File: config.mk
export PLATFORM = sky130hd
export DESIGN_NAME = cmam_reg_arb
export DESIGN_NICKNAME = d
export VERILOG_FILES = /design/src/rtl/cmam_pkg.sv /design/src/rtl/cmam_rr_pick.sv /design/src/rtl/cmam_reg_arb.sv
export SDC_FILE = /design/constraint.sdc
export NUM_CORES = 1
export LEC_CHECK = 0
export CORE_ASPECT_RATIO = 1.25
export CORE_MARGIN = 4
export CORE_UTILIZATION = 35
export CTS_BUF_LIST = sky130_fd_sc_hd__clkbuf_4
export DETAILED_ROUTE_END_ITERATION = 6
export PLACE_DENSITY_LB_ADDON = 0.3
export SETUP_SLACK_MARGIN = 0.15
export SLEW_MARGIN = 5
export SYNTH_ARGS = -nofsm -noshare
export SYNTH_HDL_FRONTEND = slang
export SYNTH_HIERARCHICAL = 1
export SYNTH_SLANG_ARGS = --single-unit
File: constraint.sdc
create_clock -name clk -period 2.3 [get_ports clk]
set_clock_uncertainty 0.05 [all_clocks]
set_input_delay 0.23 -clock clk [delete_from_list [all_inputs] [get_ports clk]]
set_output_delay 0.23 -clock clk [all_outputs]
set_load 0.01 [all_outputs]
File: src/rtl/cmam_pkg.sv
// Shared types and constants for the cmam register-bus arbiter.
package cmam_pkg;

  localparam int CMAM_AW = 7;
  localparam int CMAM_DW = 32;

  typedef enum logic [1:0] {
    ST_IDLE  = 2'd0,
    ST_ISSUE = 2'd1,
    ST_WAIT  = 2'd2,
    ST_ACK   = 2'd3
  } cmam_state_e;

  typedef struct packed {
    logic               we;
    logic [CMAM_AW-1:0] addr;
    logic [CMAM_DW-1:0] wdata;
  } cmam_req_t;

  // Counter preload for a read latency; out-of-range values are clamped to 1..7.
  function automatic logic [2:0] cmam_lat_load(input int rd_lat);
    if (rd_lat < 1) begin
      return 3'd0;
    end else if (rd_lat > 7) begin
      return 3'd6;
    end else begin
      return 3'(rd_lat - 1);
    end
  endfunction

endpackage

File: src/rtl/cmam_rr_pick.sv
// Combinational two-way round-robin picker: on contention the port not granted last wins.
module cmam_rr_pick (
  input  logic [1:0] req,
  input  logic       last,
  output logic [1:0] gnt,
  output logic       sel
);

  // Grant decode from the request pair and the last-grant pointer.
  always_comb begin
    gnt = 2'b00;
    sel = 1'b0;
    case (req)
      2'b01: begin
        gnt = 2'b01;
        sel = 1'b0;
      end
      2'b10: begin
        gnt = 2'b10;
        sel = 1'b1;
      end
      2'b11: begin
        if (last) begin
          gnt = 2'b01;
          sel = 1'b0;
        end else begin
          gnt = 2'b10;
          sel = 1'b1;
        end
      end
      default: begin
        gnt = 2'b00;
        sel = 1'b0;
      end
    endcase
  end

endmodule

File: src/rtl/cmam_reg_arb.sv
// Two-port round-robin arbiter and sequencer for the cmam register bus.
// Optional feature: define CMAM_ARB_WRPROT_EN to reject port-1 writes at or above PROT_BASE.
module cmam_reg_arb
  import cmam_pkg::*;
#(
  parameter int            AW        = CMAM_AW,
  parameter int            DW        = CMAM_DW,
  parameter int            RD_LAT    = 2,
  parameter logic [AW-1:0] PROT_BASE = 7'h60
) (
  input  logic          clk,
  input  logic          rstb,
  input  logic          req0,
  input  logic          we0,
  input  logic [AW-1:0] addr0,
  input  logic [DW-1:0] wdata0,
  output logic          ack0,
  output logic [DW-1:0] rdata0,
  output logic          err0,
  input  logic          req1,
  input  logic          we1,
  input  logic [AW-1:0] addr1,
  input  logic [DW-1:0] wdata1,
  output logic          ack1,
  output logic [DW-1:0] rdata1,
  output logic          err1,
  output logic [AW-1:0] addr,
  output logic [DW-1:0] data_wr,
  output logic          wren,
  output logic          rden,
  input  logic [DW-1:0] data_rd,
  output logic          busy
);

`ifdef CMAM_ARB_WRPROT_EN
  localparam logic WRPROT_EN = 1'b1;
`else
  localparam logic WRPROT_EN = 1'b0;
`endif

  localparam logic [2:0]    LAT_LOAD = cmam_lat_load(RD_LAT);
  localparam logic [DW-1:0] ZERO_DW  = {DW{1'b0}};

  cmam_state_e   state_r;
  cmam_state_e   state_nxt_s;
  cmam_req_t     req_r;
  cmam_req_t     win_s;
  logic [1:0]    req_s;
  logic [1:0]    gnt_s;
  logic          sel_s;
  logic          grant_s;
  logic          prot_s;
  logic          port_r;
  logic          last_r;
  logic [2:0]    cnt_r;
  logic          wren_r;
  logic          rden_r;
  logic          ack0_r;
  logic          ack1_r;
  logic          err1_r;
  logic [DW-1:0] rdata0_r;
  logic [DW-1:0] rdata1_r;
  logic          busy_r;

  assign req_s = {req1, req0};

  cmam_rr_pick u_pick (
    .req  (req_s),
    .last (last_r),
    .gnt  (gnt_s),
    .sel  (sel_s)
  );

  assign grant_s = |gnt_s;

  // Attributes of the arbitration winner.
  always_comb begin
    win_s = {$bits(cmam_req_t){1'b0}};
    if (sel_s) begin
      win_s.we    = we1;
      win_s.addr  = addr1;
      win_s.wdata = wdata1;
    end else begin
      win_s.we    = we0;
      win_s.addr  = addr0;
      win_s.wdata = wdata0;
    end
  end

  assign prot_s = WRPROT_EN & sel_s & win_s.we & (win_s.addr >= PROT_BASE);

  // Next-state logic.
  always_comb begin
    state_nxt_s = state_r;
    case (state_r)
      ST_IDLE: begin
        if (!grant_s) begin
          state_nxt_s = ST_IDLE;
        end else if (prot_s) begin
          state_nxt_s = ST_ACK;
        end else begin
          state_nxt_s = ST_ISSUE;
        end
      end
      ST_ISSUE: begin
        if (req_r.we) begin
          state_nxt_s = ST_ACK;
        end else begin
          state_nxt_s = ST_WAIT;
        end
      end
      ST_WAIT: begin
        if (cnt_r == 3'd0) begin
          state_nxt_s = ST_ACK;
        end else begin
          state_nxt_s = ST_WAIT;
        end
      end
      ST_ACK:  state_nxt_s = ST_IDLE;
      default: state_nxt_s = ST_IDLE;
    endcase
  end

  // State register; busy follows the next state so it rises together with the grant.
  always_ff @(posedge clk or negedge rstb) begin
    if (!rstb) begin
      state_r <= ST_IDLE;
      busy_r  <= 1'b0;
    end else begin
      state_r <= state_nxt_s;
      busy_r  <= (state_nxt_s != ST_IDLE);
    end
  end

  // Request latch (also the bus address/data register) and round-robin pointer.
  always_ff @(posedge clk or negedge rstb) begin
    if (!rstb) begin
      req_r  <= {$bits(cmam_req_t){1'b0}};
      port_r <= 1'b0;
      last_r <= 1'b1;
    end else if ((state_r == ST_IDLE) && grant_s) begin
      port_r <= sel_s;
      if (!prot_s) begin
        req_r <= win_s;
      end
    end else if (state_r == ST_ACK) begin
      last_r <= port_r;
    end
  end

  // Bus strobes (high only while in ISSUE) and read-latency counter.
  always_ff @(posedge clk or negedge rstb) begin
    if (!rstb) begin
      wren_r <= 1'b0;
      rden_r <= 1'b0;
      cnt_r  <= 3'd0;
    end else begin
      case (state_r)
        ST_IDLE: begin
          if (grant_s && !prot_s) begin
            wren_r <= win_s.we;
            rden_r <= ~win_s.we;
          end else begin
            wren_r <= 1'b0;
            rden_r <= 1'b0;
          end
        end
        ST_ISSUE: begin
          wren_r <= 1'b0;
          rden_r <= 1'b0;
          cnt_r  <= LAT_LOAD;
        end
        ST_WAIT: begin
          if (cnt_r != 3'd0) begin
            cnt_r <= cnt_r - 3'd1;
          end
        end
        default: begin
          wren_r <= 1'b0;
          rden_r <= 1'b0;
        end
      endcase
    end
  end

  // Completion: ack/err pulses and read data, all presented during the ACK state.
  always_ff @(posedge clk or negedge rstb) begin
    if (!rstb) begin
      ack0_r   <= 1'b0;
      ack1_r   <= 1'b0;
      err1_r   <= 1'b0;
      rdata0_r <= ZERO_DW;
      rdata1_r <= ZERO_DW;
    end else begin
      case (state_r)
        ST_IDLE: begin
          if (grant_s && prot_s) begin
            ack1_r <= 1'b1;
            err1_r <= 1'b1;
          end
        end
        ST_ISSUE: begin
          if (req_r.we) begin
            ack0_r <= ~port_r;
            ack1_r <= port_r;
          end
        end
        ST_WAIT: begin
          if (cnt_r == 3'd0) begin
            ack0_r   <= ~port_r;
            ack1_r   <= port_r;
            rdata0_r <= port_r ? ZERO_DW : data_rd;
            rdata1_r <= port_r ? data_rd : ZERO_DW;
          end
        end
        default: begin
          ack0_r   <= 1'b0;
          ack1_r   <= 1'b0;
          err1_r   <= 1'b0;
          rdata0_r <= ZERO_DW;
          rdata1_r <= ZERO_DW;
        end
      endcase
    end
  end

  assign addr    = req_r.addr;
  assign data_wr = req_r.wdata;
  assign wren    = wren_r;
  assign rden    = rden_r;
  assign ack0    = ack0_r;
  assign ack1    = ack1_r;
  assign rdata0  = rdata0_r;
  assign rdata1  = rdata1_r;
  assign err0    = 1'b0;
  assign err1    = err1_r;
  assign busy    = busy_r;

endmodule

==> flow_summary.json <==
{
  "synthFlopType": "dfrtp_1",
  "gp_congestion": 0.7684,
  "hold-worst-slack_ns": 0.1210,
  "wirelength_um": 14040,
  "maxCapViolations": 0,
  "arrival_ns": 2.38,
  "grt_setup_unrepaired": "no",
  "setup_violations": 0,
  "p_total_mw": 10.03,
  "numCtsBuffers": 17,
  "core_sq_um": 15760,
  "drc": 0,
  "fin_setup_tns_ns": 0,
  "syn_inst": 517,
  "seq_area_frac_synth_pct": 51.09,
  "cts.clk_slew.worst_paths_ns": 0.10,
  "synth.ff_latch_count": 116,
  "rows": 51,
  "die-area_sq_um": 18360,
  "synthMuxAreaShare_pct": 21.44,
  "cpPeakStageDelay_ns": 0.40,
  "die_x_um": 122.0,
  "syn2layout_area_growth_pct": 44.00,
  "fin_nets": 826,
  "drive_gt1_share_pct": 11.99,
  "clk_path_buf_depth": 2,
  "status": "complete, no violations",
  "cts-root-buf": "clkbuf_4",
  "cts.sinks": 116,
  "critical_path_class": "reg -> reg",
  "critPathLaunchType": "flip-flop",
  "overflow": 0,
  "p_switching_mw": 3.646,
  "internal_power_mw": 6.385,
  "die_h_um": 150.5,
  "yosys.area_share.xor_xnor_pct": 0,
  "period_share_pct": 87.77,
  "critPathMaxFanout": 21,
  "postSynthAreaPerCell_sq_um": 10.99,
  "synth_top_family_by_area": "multiplexers",
  "cp_slowest_cell": "dfrtp_1",
  "port_buffers": 223,
  "end_kind": "flip-flop",
  "drt_iter0_drc": 196,
  "dr_total_vias": 4243,
  "yosysWarnings": 6,
  "routed_via_density": 4.562,
  "power_leakage_nw": 3.799,
  "grt_max_degree": 58,
  "synth_edf_count": 0,
  "grt_pass1_vias": 4635,
  "worstPathRequired_ns": 2.66,
  "htree_num_levels": 4,
  "p_sw_share_pct": 36.35,
  "clk_latency_ns": 0.52,
  "grt_pass1_wl_um": 22870,
  "hold_viol": 0,
  "yosys.area_share.simple_pct": 10.08,
  "combPwrFrac_pct": 52.6,
  "antenna_left": 0,
  "clock.fmax_mhz": 495.4,
  "avgRoutedWirePerCell_um": 15.09,
  "fin_crit_ns": 2.019,
  "hold_class": "in -> async",
  "p_clk_share_pct": 14.1,
  "drt_first_pass_iters": 4,
  "drv_slew": 0,
  "cts_tree": "done",
  "power.density_nw_per_um2": 1225,
  "io_pins": 226,
  "cp_cell_sequence": "inv_1 > ha_1 > ha_2 > nor2b_2 > nor3_4 > buf_12 > buf_12 > mux2_4",
  "synth_compound_area_share_pct": 5.085,
  "seqPwrFrac_pct": 33.2,
  "grt_use_total_pct": 15.85,
  "irDropWorstVdd_uv": 501.2,
  "dp_hpwl_um": 10670,
  "async_flop_share_pct": 100.0,
  "post_cts_buffers": 0,
  "ys_types": 29,
  "synth-adder-area-share_pct": 1.321,
  "netlist_area_sq_um": 5684,
  "cp_common_cell": "buf_12",
  "antenna_found_initial": 1,
  "start_util_pct": 36.06
}
==> per-stage QoR <==
step / utilization, % / std cells / setup WS, ns / cell area [sq um]
after global routing: 51.93 / 930 / 0.1650 / 8185
after CTS: 51.88 / 929 / 0.2209 / 8177
after detailed placement: 50.14 / 896 / 0.2408 / 7903
after global placement: 50.14 / 896 / 0.3332 / 7903
final: 51.93 / 930 / 0.2813 / 8185
after floorplan: - / 518 / 0.5574 / 5688
==> cell type report <==
class	instances	area, sq um
Multi-Input combinational cell	291	2197
Sequential cell	116	2904
Clock inverter	12	113.9
Inverter	39	146.4
Antenna cell	1	2.502
Clock buffer	20	150.1
Fill cell	1455	7576
Tap cell	212	265.3
Timing Repair Buffer	239	2406
==> final timing paths <==
path | start | cells past startpoint | slack, ns | to
max | cnt_r[0] | 8 | 0.28 | rdata1[9]
min | rstb | 2 | 0.12 | rdata0[8]
max reg2reg | cnt_r[0] | 8 | 0.28 | rdata1[9]
min reg2reg | data_wr[6] | 2 | 0.43 | data_wr[6]
max in group asynchronous | rstb | 3 | 1.44 | data_wr[20]
min in group clk | data_rd[25] | 3 | 0.23 | rdata0[25]
==> cells in the mapped netlist (2+ instances only) <==
library cell	n	area [sq um]
mux2i_1	73	730.7
o31ai_1	2	15.01
ha_1	6	75.07
buf_6	4	45.04
nor2b_1	3	18.77
o21ai_0	43	215.2
buf_2	7	35.03
a21boi_0	2	15.01
nand2b_1	3	18.77
inv_1	39	146.4
mux2_4	28	420.4
nand2_1	80	300.3
o21a_1	2	15.01
mux2_2	6	67.56
and3_1	32	200.2
buf_4	44	330.3
dfrtp_1	115	2878
clkbuf_1	17	63.81
==> sequential cells by signal, indices dropped and copies added (netlist names) <==
register,count
addr,7
rden,1
rdata1,32
port_r,1
ack0,1
busy,1
ack1,1
state_r,2
wren,1
last_r,1
cnt_r,3
rdata0,32
data_wr,32
req_r,1
==> what timing repair did <==
item,4_1_cts,5_1_grt
hold buffers,1,0
resized for setup,0,2
hold endpoints to repair,115,0
setup endpoints to repair,0,45
==> worst max-delay path, delay by kind of cell (launching register included) <==
| kind | cells | cell delay [ns] |
|---|---|---|
| buf+inv | 3 | 0.51 |
| fa+ha+maj | 2 | 0.39 |
| simple gates | 2 | 0.22 |
| mux | 1 | 0.31 |
| flops | 1 | 0.40 |
==> power groups by stage <==
stage	clock [mW]	sequential, mW	combinational, mW
2_1_floorplan	0	3.44	3.28
3_3_place_gp	0	3.35	5.22
3_5_place_dp	0	3.37	5.35
4_1_cts	1.49	3.34	5.36
5_1_grt	1.57	3.45	5.74
6_report	1.42	3.33	5.28
==> logic make-up after synthesis <==
family | count (synthesis)
AO/OA/AOI/OAI | 53
adder cells (fa/ha/maj) | 6
buffers and inverters | 111
flip-flops | 116
multiplexers | 107
other | 1
AND/OR/NAND/NOR | 123
==> routing by layer <==
| metal | track usage (%) | share of wire [%] | up-vias |
|---|---|---|---|
| li1 | - | - | 2049 |
| met1 | 18.53 | 41 | 2013 |
| met2 | 26.63 | 49 | 168 |
| met3 | 6.501 | 9.2 | 13 |
| met4 | 4.821 | 1.1 | 0 |
| met5 | 0 | 0 | - |
==> placed cells by master, fill, tap and decap left out, drive strengths merged, types with 2 or more instances in the layout <==
master / n
nor2b: 4
ha: 6
a21boi: 3
buf: 16
nand2: 80
and3: 32
o21ai: 44
inv: 39
clkinv: 8
dfrtp: 115
mux2i: 73
bufinv: 2
o21a: 2
clkdlybuf4s50: 222
nor3: 2
mux2: 34
clkinvlp: 2
o31ai: 2
clkbuf: 20
conb: 2
nand2b: 3
(Power assumes the default switching activity.)
